**config.mk**
```make
export PLATFORM = sky130hd
export DESIGN_NAME = cla_carry_dist_pipe_flat
export DESIGN_NICKNAME = d
export VERILOG_FILES = /design/src/rtl/cla_carry_dist_pipe_if.sv /design/src/rtl/cla_carry_dist_pipe.sv /design/src/flat_wrapper.sv
export SDC_FILE = /design/constraint.sdc
export NUM_CORES = 1
export LEC_CHECK = 0
export CORE_ASPECT_RATIO = 0.8
export CORE_MARGIN = 2
export CORE_UTILIZATION = 55
export CTS_CLUSTER_DIAMETER = 200
export DETAILED_ROUTE_END_ITERATION = 8
export GPL_TIMING_DRIVEN = 0
export PLACE_DENSITY_LB_ADDON = 0.1
export SETUP_SLACK_MARGIN = 0.5
export SLEW_MARGIN = 25
export SYNTH_ARGS = -nofsm -noshare
export SYNTH_HDL_FRONTEND = slang
export SYNTH_SLANG_ARGS = --single-unit
```
**constraint.sdc**
```tcl
create_clock -name clk -period 4.1 [get_ports clk]
set_input_delay 0.41 -clock clk [delete_from_list [all_inputs] [get_ports clk]]
set_output_delay 0.41 -clock clk [all_outputs]
set_load 0.01 [all_outputs]
```
**src/rtl/cla_carry_dist_pipe_if.sv**
```systemverilog
// Operand/result stream bundle for the pipelined carry-lookahead adder.
// slave: the adder side; master: the producer/consumer side.
interface cla_carry_dist_pipe_if #(
  parameter int unsigned WIDTH = 16
);
  logic             in_valid;
  logic             in_ready;
  logic [WIDTH-1:0] a;
  logic [WIDTH-1:0] b;
  logic             c_in;
  logic             out_valid;
  logic             out_ready;
  logic [WIDTH-1:0] sum;
  logic             c_out;
  logic             g_out;
  logic             p_out;
  logic             ovf;

  modport slave (
    input  in_valid, a, b, c_in, out_ready,
    output in_ready, out_valid, sum, c_out, g_out, p_out, ovf
  );

  modport master (
    output in_valid, a, b, c_in, out_ready,
    input  in_ready, out_valid, sum, c_out, g_out, p_out, ovf
  );
endinterface

```
**src/rtl/cla_carry_dist_pipe.sv**
```systemverilog
// Two-stage pipelined carry-lookahead adder with valid/ready flow control.
// Stage 1 collapses bit g/p into per-block G/P; stage 2 distributes carries
// from c_in down to every block and bit and registers the sum and flags.
// WIDTH must be a multiple of GROUP.
module cla_carry_dist_pipe #(
  parameter int unsigned WIDTH = 16,
  parameter int unsigned GROUP = 4
) (
  input  logic                  clk,
  input  logic                  rst_n,
  cla_carry_dist_pipe_if.slave  bus
);

  localparam int unsigned NB = WIDTH / GROUP;

  // stage 1 state
  logic             s1_valid;
  logic [WIDTH-1:0] s1_p;
  logic [WIDTH-1:0] s1_g;
  logic [NB-1:0]    s1_bg;
  logic [NB-1:0]    s1_bp;
  logic             s1_cin;

  // stage 2 state (drives the outputs directly)
  logic             out_valid_q;
  logic [WIDTH-1:0] sum_q;
  logic             c_out_q;
  logic             g_out_q;
  logic             p_out_q;
  logic             ovf_q;

  // flow control
  logic s2_ready;
  logic in_ready;
  logic accept;

  // stage 1 next values
  logic [WIDTH-1:0] p_n;
  logic [WIDTH-1:0] g_n;
  logic [NB-1:0]    bg_n;
  logic [NB-1:0]    bp_n;
  logic             grp_g;
  logic             grp_p;

  // stage 2 next values
  logic [WIDTH-1:0] sum_n;
  logic             blk_c;
  logic             bit_c;
  logic             msb_c;
  logic             word_g;
  logic             word_p;

  assign s2_ready = !out_valid_q || bus.out_ready;
  assign in_ready = !s1_valid || s2_ready;
  assign accept   = bus.in_valid && in_ready;

  // Bit generate/propagate and their upward collapse into block G/P.
  always_comb begin
    p_n   = bus.a ^ bus.b;
    g_n   = bus.a & bus.b;
    bg_n  = '0;
    bp_n  = '0;
    grp_g = 1'b0;
    grp_p = 1'b1;
    for (int j = 0; j < NB; j++) begin
      grp_g = 1'b0;
      grp_p = 1'b1;
      for (int k = 0; k < GROUP; k++) begin
        grp_g = g_n[j*GROUP+k] | (p_n[j*GROUP+k] & grp_g);
        grp_p = grp_p & p_n[j*GROUP+k];
      end
      bg_n[j] = grp_g;
      bp_n[j] = grp_p;
    end
  end

  // Carry distribution: block carries from block G/P, bit carries inside each block.
  always_comb begin
    sum_n  = '0;
    blk_c  = s1_cin;
    bit_c  = 1'b0;
    msb_c  = 1'b0;
    word_g = 1'b0;
    word_p = 1'b1;
    for (int j = 0; j < NB; j++) begin
      bit_c = blk_c;
      for (int k = 0; k < GROUP; k++) begin
        sum_n[j*GROUP+k] = s1_p[j*GROUP+k] ^ bit_c;
        msb_c            = bit_c;
        bit_c            = s1_g[j*GROUP+k] | (s1_p[j*GROUP+k] & bit_c);
      end
      blk_c  = s1_bg[j] | (s1_bp[j] & blk_c);
      word_g = s1_bg[j] | (s1_bp[j] & word_g);
      word_p = word_p & s1_bp[j];
    end
  end

  // Stage 1 register: captures a beat whenever the stage can accept one.
  always_ff @(posedge clk or negedge rst_n) begin
    if (!rst_n) begin
      s1_valid <= 1'b0;
      s1_p     <= '0;
      s1_g     <= '0;
      s1_bg    <= '0;
      s1_bp    <= '0;
      s1_cin   <= 1'b0;
    end else begin
      if (in_ready) begin
        s1_valid <= bus.in_valid;
      end
      if (accept) begin
        s1_p   <= p_n;
        s1_g   <= g_n;
        s1_bg  <= bg_n;
        s1_bp  <= bp_n;
        s1_cin <= bus.c_in;
      end
    end
  end

  // Stage 2 register: advances on s2_ready, otherwise holds the result bit-exact.
  always_ff @(posedge clk or negedge rst_n) begin
    if (!rst_n) begin
      out_valid_q <= 1'b0;
      sum_q       <= '0;
      c_out_q     <= 1'b0;
      g_out_q     <= 1'b0;
      p_out_q     <= 1'b0;
      ovf_q       <= 1'b0;
    end else if (s2_ready) begin
      out_valid_q <= s1_valid;
      if (s1_valid) begin
        sum_q   <= sum_n;
        c_out_q <= blk_c;
        g_out_q <= word_g;
        p_out_q <= word_p;
        ovf_q   <= msb_c ^ blk_c;
      end
    end
  end

  assign bus.in_ready  = in_ready;
  assign bus.out_valid = out_valid_q;
  assign bus.sum       = sum_q;
  assign bus.c_out     = c_out_q;
  assign bus.g_out     = g_out_q;
  assign bus.p_out     = p_out_q;
  assign bus.ovf       = ovf_q;

endmodule

```
**src/flat_wrapper.sv**
```systemverilog
// flat-port wrapper written by rule: the top's interface ports become plain ports
module cla_carry_dist_pipe_flat 
#(
  parameter int unsigned WIDTH = 16,
  parameter int unsigned GROUP = 4
)
  (clk, rst_n, bus_in_valid, bus_a, bus_b, bus_c_in, bus_out_ready, bus_in_ready, bus_out_valid, bus_sum, bus_c_out, bus_g_out, bus_p_out, bus_ovf);
  cla_carry_dist_pipe_if #(.WIDTH(WIDTH)) bus_i ();
  input  logic clk;
  input  logic rst_n;
  input wire logic [$bits(bus_i.in_valid)-1:0] bus_in_valid;
  input wire logic [$bits(bus_i.a)-1:0] bus_a;
  input wire logic [$bits(bus_i.b)-1:0] bus_b;
  input wire logic [$bits(bus_i.c_in)-1:0] bus_c_in;
  input wire logic [$bits(bus_i.out_ready)-1:0] bus_out_ready;
  output wire logic [$bits(bus_i.in_ready)-1:0] bus_in_ready;
  output wire logic [$bits(bus_i.out_valid)-1:0] bus_out_valid;
  output wire logic [$bits(bus_i.sum)-1:0] bus_sum;
  output wire logic [$bits(bus_i.c_out)-1:0] bus_c_out;
  output wire logic [$bits(bus_i.g_out)-1:0] bus_g_out;
  output wire logic [$bits(bus_i.p_out)-1:0] bus_p_out;
  output wire logic [$bits(bus_i.ovf)-1:0] bus_ovf;
  assign bus_i.in_valid = bus_in_valid;
  assign bus_i.a = bus_a;
  assign bus_i.b = bus_b;
  assign bus_i.c_in = bus_c_in;
  assign bus_i.out_ready = bus_out_ready;
  assign bus_in_ready = bus_i.in_ready;
  assign bus_out_valid = bus_i.out_valid;
  assign bus_sum = bus_i.sum;
  assign bus_c_out = bus_i.c_out;
  assign bus_g_out = bus_i.g_out;
  assign bus_p_out = bus_i.p_out;
  assign bus_ovf = bus_i.ovf;
  cla_carry_dist_pipe #(.WIDTH(WIDTH), .GROUP(GROUP)) u_core (.clk(clk), .rst_n(rst_n), .bus(bus_i));
endmodule
```
==> metrics, run 1 <==
outcome=finished, final reports clean; Ant. Diodes=0; maximum fanout along the worst path=3; H-tree Lvls=3; Slowest-stage cell, CP=dfrtp_1; clock-pin slew on the worst setup and hold paths=0.07 ns; Peak VDD IR=399 uV; Filler cells=363; Mapped Cells=215; Final Wtd Congestion=0.799; RSZ-0062 raised after global routing=no; worst min path class=reg -> reg; Rel. slew slack=80.6%; TritonCTS clock tree=yes; Worst Hold Depth=2; final setup fails=0; Seq/Total Area, Yosys=52.5%; commonest non-fill, non-tap cells in the layout=dfrtp_1, clkdlybuf4s50_1, mux2_2; global-route wire length before repair=9.31 mm; Arr. time, crit path=3.04 ns; Reg2Reg Capture Point=u_core.bus.sum[15]$_DFFE_PN0P_; Layout Nets=351; Cell variety after synth=22; gr usage total=21.7%; Hold Startpoint=u_core.bus.sum[7]$_DFFE_PN0P_; Detailed Route WL=5.38 mm; yosys warns=0; power after layout=0.00187 W; Mean Syn Cell Area=13.1 um2; Worst EP required=4.32 ns; most common cell after layout, fill and taps aside=dfrtp_1; drt initial violations=60; Fmax achieved=0.355 GHz; fraction of layout cells with a size suffix above 1=27.5%; FF-to-FF Start=u_core.s1_cin$_DFFE_PN0P_; Vias=1875; I/O pin total=59; later-pin clock latency in the skew report=0.33 ns; Max Slew Vio Count=0; Detail Placement HPWL=3.94 mm; # rows=23; final clock period utilization by the worst path=68.8%; CTS max path bufs=2; Least-Margin Pin Slew=0.291 ns; syn_nets=280; largest net degree at the start of global routing=42; Hold Violations, Final=0; die area=5710 um2; Crit path top cell by count=ha_1; flops & latches, synth=59; fin crit period=2.82 ns; cells along the critical path=a21o_1 > a21o_1 > a21o_2 > ha_1 > or2_2 > ha_1 > or2_2 > ha_1 > nor2_1 > xor2_1 > o21ai_0; remaining global-route overflow=0; max incr delay on CP=0.40 ns; Initial Util=56.5%; Setup CP Type=reg -> reg; Hold EP=u_core.bus.sum[7]$_DFFE_PN0P_; chip width=84.0 um; initial antenna violation count=0; postcts setup bufs=0; CTS sink count=59; clk_skew=0.00739 ns; IO Port Bufs=58; Final Util=74.2%; TNS Setup=0 ns; Max-cap violations=0; per-cell routed wire length=15.2 um; Area Overhead vs Synth=31.3%; flop2flop setup slack=1.28 ns; r2r worst-path depth=11; critical path launch point type=flop; DRC Markers=0; Die Ht=68.0 um; Pre-antenna DRT Iters=4; final antenna-violating net count=0; vias per cell=5.31; PD cells=508 nW/um2; Num CTS Buffers=9; tightest hold margin=0.476 ns; vias in the first global route=1983; Core Box Area=4980 um2; element type at the critical path end=flop; CTS Root Cell=clkbuf_8; Pleak=1.75 nW; Post-Syn Area=2810 um2
==> area by class of cell <==
cell class	instances	area, um2	area share (%)
tap	62	77.6	2.10
clock buffer	11	141	3.83
clock inverter	5	52.6	1.42
buffer	6	40.0	1.08
multi-input combinational	150	1300	35.1
sequential	59	1480	40.0
timing repair buffer	60	608	16.5
==> registers in the layout, summed over array words and instances, names as in the netlist <==
| register | cells |
|---|---|
| u_core.bus.g_out | 1 |
| u_core.bus.ovf | 1 |
| u_core.s1_valid | 1 |
| u_core.bus.sum | 16 |
| u_core.s1_cin | 1 |
| u_core.bus.p_out | 1 |
| u_core.s1_bg | 4 |
| u_core.s1_p | 16 |
| u_core.bus.c_out | 1 |
| u_core.s1_g | 12 |
| u_core.s1_bp | 4 |
| u_core.bus.out_valid | 1 |
==> synth_stat cells <==
cell | count | share of area (%)
o21ai_0 | 15 | 2.7
nand3b_2 | 1 | 0.40
nand2_2 | 1 | 0.22
buf_4 | 4 | 1.1
xor2_1 | 4 | 1.2
nand2b_1 | 3 | 0.67
a221oi_2 | 1 | 0.53
dfrtp_1 | 59 | 52
a21oi_1 | 5 | 0.89
nand4_1 | 4 | 0.89
nand2_4 | 1 | 0.40
o21ai_2 | 1 | 0.31
or2_2 | 8 | 1.8
nand2_1 | 17 | 2.3
a21o_1 | 12 | 3.2
nor2_1 | 4 | 0.53
mux2_2 | 41 | 16
xnor2_1 | 1 | 0.31
ha_1 | 28 | 12
a21o_2 | 2 | 0.62
buf_2 | 2 | 0.36
and3_2 | 1 | 0.27
==> timing repair <==
| item | in CTS | in global routing |
|---|---|---|
| gates resized for setup | 0 | 0 |
| hold buffers | 1 | 0 |
| endpoints found under the hold margin | 18 | 0 |
==> where the power goes <==
part	internal (W)	switching, W	total (W)
registers	0.000723	0.0000772	0.000800
clock network	0.000294	0.000218	0.000512
logic	0.000344	0.000217	0.000562
==> worst max-delay path, delay by kind of cell, from the launching register on <==
family	cells	cell delay, ns
XOR/XNOR	1	0.16
adder cells (fa/ha/maj)	3	0.58
AND/OR/NAND/NOR	3	0.79
flip-flops	1	0.40
AO/OA/AOI/OAI	4	0.77
==> worst max-delay path by stage <==
stage                                    from                             end  cells after the start
finish              u_core.s1_cin$_DFFE_PN0P_  u_core.bus.sum[15]$_DFFE_PN0P_                     11
global route        u_core.s1_cin$_DFFE_PN0P_  u_core.bus.sum[15]$_DFFE_PN0P_                     11
CTS                 u_core.s1_cin$_DFFE_PN0P_  u_core.bus.sum[15]$_DFFE_PN0P_                     11
detailed placement  u_core.s1_cin$_DFFE_PN0P_  u_core.bus.sum[15]$_DFFE_PN0P_                     11
global placement                        rst_n      u_core.s1_g[1]$_DFFE_PN0P_                      1
floorplan           u_core.s1_cin$_DFFE_PN0P_  u_core.bus.sum[15]$_DFFE_PN0P_                     11
==> through the flow <==
stage                     area (um2)  worst slack [ns]  std cells
final                           3690              1.28        353
after detailed placement        3490              1.29        336
after CTS                       3690              1.25        353
after floorplan                 2810              1.51        215
after global placement          3470             0.724        335
after global routing            3690              1.17        353
==> cell families (layout without fill, tap and decap cells) <==
family          after synthesis  count (layout)  synth area share (%)
mux                          41              41                  16.4
compound gates               36              36                  8.23
simple gates                 40              40                  7.43
xor+xnor                      5               5                  1.56
fa+ha+maj                    28              28                  12.5
buf+inv                       6              82                  1.42
flops                        59              59                  52.5
==> per-layer routing <==
layer	vias to the layer above	part of all wire, %	global-route usage, %
met3	7	4.8	8.56
met4	0	0.95	5.44
met5	-	0	0
met2	39	49	36.6
li1	912	-	-
met1	917	46	26.9
(Power assumes the default switching activity.)
==> inputs of run 2 (changes only) <==
Settings changed: CORE_UTILIZATION 55 to 51.
Clock period 4.1 ns to 2.6 ns, I/O delays scaled along.
==> metrics, run 2 (synthesis gave the netlist of run 1 again) <==
H-tree Lvls=3 (unchanged); Seq. cell area=1480 um2 (unchanged); Filler cells=400 (+10%); worst min path class=in -> async; RSZ-0062 raised after global routing=yes; Fmax achieved=0.429 GHz (+21%); Setup CP Type=reg -> reg; Area Overhead vs Synth=37.6%; PD cells=768 nW/um2 (+51%); Initial Util=52.3% (-4.2 points); Cell Count Post-Placement=339 (+0.89%); I/O pin total=59 (unchanged); vias per cell=5.27 (-0.74%); chip width=87.0 um (+3.7%); fraction of layout cells with a size suffix above 1=32.9% (+5.4 points); final non-filler cell total=360 (+2.0%); Die Ht=70.4 um (+3.6%); power after layout=0.00297 W (+59%); Pleak=1.76 nW (+0.95%); # rows=24 (+4.3%); clk_skew=0.00781 ns (+0.000423 ns); Rel. slew slack=80.6% (about the same); gr usage total=21.2% (-0.53 points); per-cell routed wire length=15.8 um (+3.6%); Ant. Diodes=0 (unchanged); Layout Nets=356 (+1.4%); pre-CTS setup slack=0.227 ns (-1.06 ns); initial antenna violation count=0 (unchanged); Vias=1898 (+1.2%); Detailed Route WL=5.68 mm (+5.7%); fin crit period=2.33 ns (-0.491 ns); vias in the first global route=2057 (+3.7%); drt initial violations=50 (-17%); Final WS setup=0.270 ns (-1.01 ns); later-pin clock latency in the skew report=0.34 ns (about the same); Pre-antenna DRT Iters=5 (+1); TritonCTS clock tree=yes; outcome=finished, final reports clean; maximum fanout along the worst path=3 (unchanged); grt peak-use layer=met2; met1 GRT Util=27.3% (+0.41 points); Max Slew Vio Count=0 (unchanged); CTS sink count=59 (unchanged); GR Util met2=34.0% (-2.6 points); CTS max path bufs=2 (unchanged); Hold Violations, Final=0 (unchanged); clock-pin slew on the worst setup and hold paths=0.07 ns (about the same); Peak VDD IR=506 uV (+27%); M3 GR Usage=6.86% (-1.7 points); Detail Placement HPWL=4.01 mm (+1.6%); element type at the critical path end=flop; most common cell after layout, fill and taps aside=dfrtp_1; DRC Markers=0 (unchanged); Least-Margin Pin Slew=0.291 ns (+0.0000182 ns); remaining global-route overflow=0 (unchanged); Core Box Area=5380 um2 (+8.0%); final clock period utilization by the worst path=89.6% (+21 points); global-route wire length before repair=9.76 mm (+4.9%); Final Wtd Congestion=0.767 (-4.0%); Max-cap violations=0 (unchanged); critical path launch point type=flop; final antenna-violating net count=0 (unchanged); commonest non-fill, non-tap cells in the layout=dfrtp_1, clkdlybuf4s50_1, mux2_2; largest net degree at the start of global routing=49 (+17%); final setup fails=0 (unchanged); multi-input logic area=1460 um2 (+13%); r2r worst-path depth=11 (unchanged); die area=6130 um2 (+7.4%); Worst EP required=2.82 ns (-1.50 ns); IO Port Bufs=58 (unchanged); Num CTS Buffers=9 (unchanged); CTS Root Cell=clkbuf_8; Arr. time, crit path=2.55 ns (-0.49 ns)
## run 2: where the power goes
group / internal, W / total [W] / leakage [nW] / switching, W
logic: 0.000622 / 0.000996 / 0.958 / 0.000374
registers: 0.00114 / 0.00128 / 0.721 / 0.000139
clock network: 0.000362 / 0.000697 / 0.0860 / 0.000335
total: 0.00212 / 0.00297 / 1.76 / 0.000849
## run 2: critical path: stages, from the launching register on
cell,delay [ns]
dfrtp_1,0.40
a21o_1,0.21
a21o_1,0.18
a21o_2,0.21
ha_4,0.15
or2_4,0.23
ha_4,0.15
or2_4,0.23
ha_4,0.16
nor2_4,0.09
xor2_1,0.14
o21ai_1,0.08
## run 2: through the flow
| stage | TNS (ns) | instance area, um2 | hold slack, ns | utilization [%] |
|---|---|---|---|---|
| after CTS | 0 | 3810 | 0.297 | 70.8 |
| final | 0 | 3870 | 0.306 | 72.0 |
| after floorplan | 0 | 2880 | -0.0356 | - |
| after detailed placement | 0 | 3560 | 0.119 | 66.3 |
| after global routing | 0 | 3870 | 0.318 | 72.0 |
| after global placement | -38.00 | 3540 | 0.462 | 65.8 |
## run 2: path summary, 6_finish.rpt
check | start | to | slack, ns
worst max register to register | u_core.s1_bp[0]$_DFFE_PN0P_ | u_core.bus.sum[15]$_DFFE_PN0P_ | 0.27
worst max-delay path | u_core.s1_bp[0]$_DFFE_PN0P_ | u_core.bus.sum[15]$_DFFE_PN0P_ | 0.27
max in group asynchronous | rst_n | u_core.s1_bp[2]$_DFFE_PN0P_ | 1.82
min in group clk | u_core.bus.ovf$_DFFE_PN0P_ | u_core.bus.ovf$_DFFE_PN0P_ | 0.47
worst min-delay path | rst_n | u_core.bus.sum[5]$_DFFE_PN0P_ | 0.31
worst min register to register | u_core.bus.ovf$_DFFE_PN0P_ | u_core.bus.ovf$_DFFE_PN0P_ | 0.47
## run 2: cell type report
class                   count  share of cell area [%]
well taps                  65                    2.10
plain buffers               6                    1.03
flip-flops and latches     59                    38.2
clock buffers              12                    3.75
clock inverters             3                   0.388
repair buffers             65                    16.9
multi-input cells         150                    37.7
## run 2: repair_timing
action	in CTS	in global routing
resized for setup	11	10
endpoints found under the setup margin	7	9
setup buffers	4	1
cloned	0	0
endpoints found under the hold margin	11	0
pin swaps	5	11
hold buffers	1	0
## run 2: per-layer routing
layer	vias up	share of wire (%)
li1	921	-
met1	924	45
met2	45	49
met3	8	4.5
met4	0	1.4
met5	-	0
==> inputs of run 3 (changes only) <==
Settings changed: CAP_MARGIN set to 20, CORE_UTILIZATION 51 to 55, REMOVE_ABC_BUFFERS set to 1.
Clock period 2.6 ns to 2.7 ns, I/O delays scaled along.
==> metrics, run 3 (synthesis gave the netlist of run 1 again) <==
max incr delay on CP=0.39 ns (about the same); multi-input logic area=1430 um2 (-2.1%); TNS Setup=0 ns (unchanged); Ant. Diodes=0 (unchanged); Pre-antenna DRT Iters=4 (-1); Reg2Reg Capture Point=u_core.bus.sum[15]$_DFFE_PN0P_; Max Slew Vio Count=0 (unchanged); CTS Root Cell=clkbuf_8; fraction of layout cells with a size suffix above 1=32.4% (-0.47 points); Pleak=1.77 nW (+0.18%); Setup CP Type=reg -> reg; most common cell after layout, fill and taps aside=dfrtp_1; Detailed Route WL=5.36 mm (-5.6%); Area Overhead vs Synth=37.3%; tightest hold margin=0.322 ns (+0.0157 ns); Seq. cell area=1480 um2 (unchanged); switching part of the total=26.8% (-1.8 points); P_int=0.00224 W (+5.5%); Vias=1867 (-1.6%); clk_skew=0.00891 ns (+0.00110 ns); element type at the critical path end=flop; I/O pin total=59 (unchanged); Seq pwr share=40.1% (-2.9 points); CP delay by family, top=compound AO/OA/AOI/OAI gates; Crit path top cell by count=ha_4; Final Util=77.6% (+5.6 points); Worst EP required=2.90 ns (+0.08 ns); Hold Violations, Final=0 (unchanged); Die Ht=68.0 um (-3.5%); RSZ-0062 raised after global routing=yes; H-tree Lvls=3 (unchanged); # rows=23 (-4.2%); drt initial violations=51 (+2.0%); Cell Count Post-Placement=330 (-2.7%); Initial Util=56.5% (+4.2 points); Rel. slew slack=59.0% (-22 points); die area=5710 um2 (-6.9%); IO Port Bufs=58 (unchanged); final clock period utilization by the worst path=86.6% (-3.0 points); Sw Pwr=0.000820 W (-3.4%); Least-Margin Pin Slew=0.613 ns (+0.322 ns); commonest non-fill, non-tap cells in the layout=dfrtp_1, clkdlybuf4s50_1, mux2_2; Setup crit start=u_core.s1_bg[0]$_DFFE_PN0P_; outcome=finished, final reports clean; vias per cell=5.30 (+0.60%); flop2flop setup slack=0.36 ns (+0.09 ns); Post-Layout Inst Area=3860 um2 (-0.19%); gr usage total=20.7% (-0.54 points); remaining global-route overflow=0 (unchanged); Arr. time, crit path=2.54 ns (about the same); Comb power frac=30.4% (-3.1 points); Layout Nets=350 (-1.7%); chip width=84.0 um (-3.5%); CP bufs+invs=0 (unchanged); TritonCTS clock tree=yes; Core Box Area=4980 um2 (-7.4%); initial antenna violation count=0 (unchanged); Max-cap violations=0 (unchanged); Slowest-stage cell, CP=dfrtp_1; Post-DP Area=3460 um2 (-3.0%); wl on met1=2.34 mm (-9.1%); fin crit period=2.34 ns (+0.00813 ns); PD cells=793 nW/um2 (+3.1%); metal3 WL=248 um (-3.1%); Peak VDD IR=595 uV (+18%); r2r worst-path depth=11 (unchanged); metal2 WL=2.68 mm (-3.3%); later-pin clock latency in the skew report=0.34 ns (about the same); critical path launch point type=flop; clock-pin slew on the worst setup and hold paths=0.07 ns (about the same); Fmax achieved=0.428 GHz (-0.35%); FF-to-FF Start=u_core.s1_bg[0]$_DFFE_PN0P_; CTS max path bufs=2 (unchanged); global-route wire length before repair=8.92 mm (-8.6%); top sig layer=met4; largest net degree at the start of global routing=46 (-6.1%); Worst path depth=11 (unchanged); final setup fails=0 (unchanged); cells along the critical path=a21o_1 > a21o_1 > a21o_2 > ha_4 > or2_4 > ha_4 > or2_4 > ha_4 > nor2_4 > xor2_1 > o21ai_1; final non-filler cell total=352 (-2.2%); crit path to=u_core.bus.sum[15]$_DFFE_PN0P_; Num CTS Buffers=9 (unchanged); DRC Markers=0 (unchanged); final antenna-violating net count=0 (unchanged); Detail Placement HPWL=3.55 mm (-11%); Filler cells=320 (-20%); vias in the first global route=1877 (-8.8%); per-cell routed wire length=15.2 um (-3.4%); Final Wtd Congestion=0.735 (-4.2%); worst min path class=in -> async; maximum fanout along the worst path=2 (-1); Clk pwr share=29.5% (+6.1 points); CTS sink count=59 (unchanged)
## run 3: what timing repair did
| item | in CTS | in global routing |
|---|---|---|
| pin swaps | 16 | 2 |
| buffers inserted | 5 | 0 |
| hold buffers | 1 | 0 |
| hold endpoints to repair | 14 | 0 |
| gates resized for setup | 28 | 4 |
| endpoints found under the setup margin | 8 | 8 |
## run 3: how the worst min path moves through the flow
stage,slack [ns],startpoint,depth (start not counted),end
5_1_grt,0.34,rst_n,2,u_core.bus.sum[13]$_DFFE_PN0P_
3_3_place_gp,0.46,u_core.bus.sum[3]$_DFFE_PN0P_,2,u_core.bus.sum[3]$_DFFE_PN0P_
6_report,0.32,rst_n,2,u_core.bus.sum[13]$_DFFE_PN0P_
2_1_floorplan,-0.03,rst_n,0,u_core.bus.c_out$_DFFE_PN0P_
4_1_cts,0.32,rst_n,2,u_core.bus.sum[13]$_DFFE_PN0P_
3_5_place_dp,0.14,rst_n,1,u_core.bus.sum[13]$_DFFE_PN0P_
## run 3: cell type report
cell class | instances | share of cell area [%]
Clock inverter | 5 | 1.94
Timing Repair Buffer | 65 | 16.9
Tap cell | 62 | 2.01
Clock buffer | 11 | 3.92
Multi-Input combinational cell | 150 | 37.0
Sequential cell | 59 | 38.2
## run 3: metal layers
metal  GRT usage, %  up-vias
met5              0        -
met4           9.68        0
met3           6.27        9
met2           35.0       40
met1           24.8      904
li1               -      914
## run 3: through the flow
step,worst slack (ns),power [W]
final,0.362,0.00306
after detailed placement,-0.113,0.00208
after floorplan,0.0929,0.00164
after global routing,0.255,0.00324
after CTS,0.391,0.00309
after global placement,-0.495,0.00205
## run 3: power by group through the flow
stage,sequential [W],clock [W],combinational [W]
final,0.00123,0.000902,0.000932
after CTS,0.00123,0.000924,0.000935
after detailed placement,0.00123,0,0.000848
after global placement,0.00122,0,0.000829
after global routing,0.00125,0.000962,0.00103
after floorplan,0.00127,0,0.000365
## run 3: worst reg2reg max path, stage by stage, from the launching register on
cell	delay, ns
dfrtp_1	0.39
a21o_1	0.18
a21o_1	0.18
a21o_2	0.21
ha_4	0.15
or2_4	0.23
ha_4	0.15
or2_4	0.23
ha_4	0.16
nor2_4	0.10
xor2_1	0.16
o21ai_1	0.07
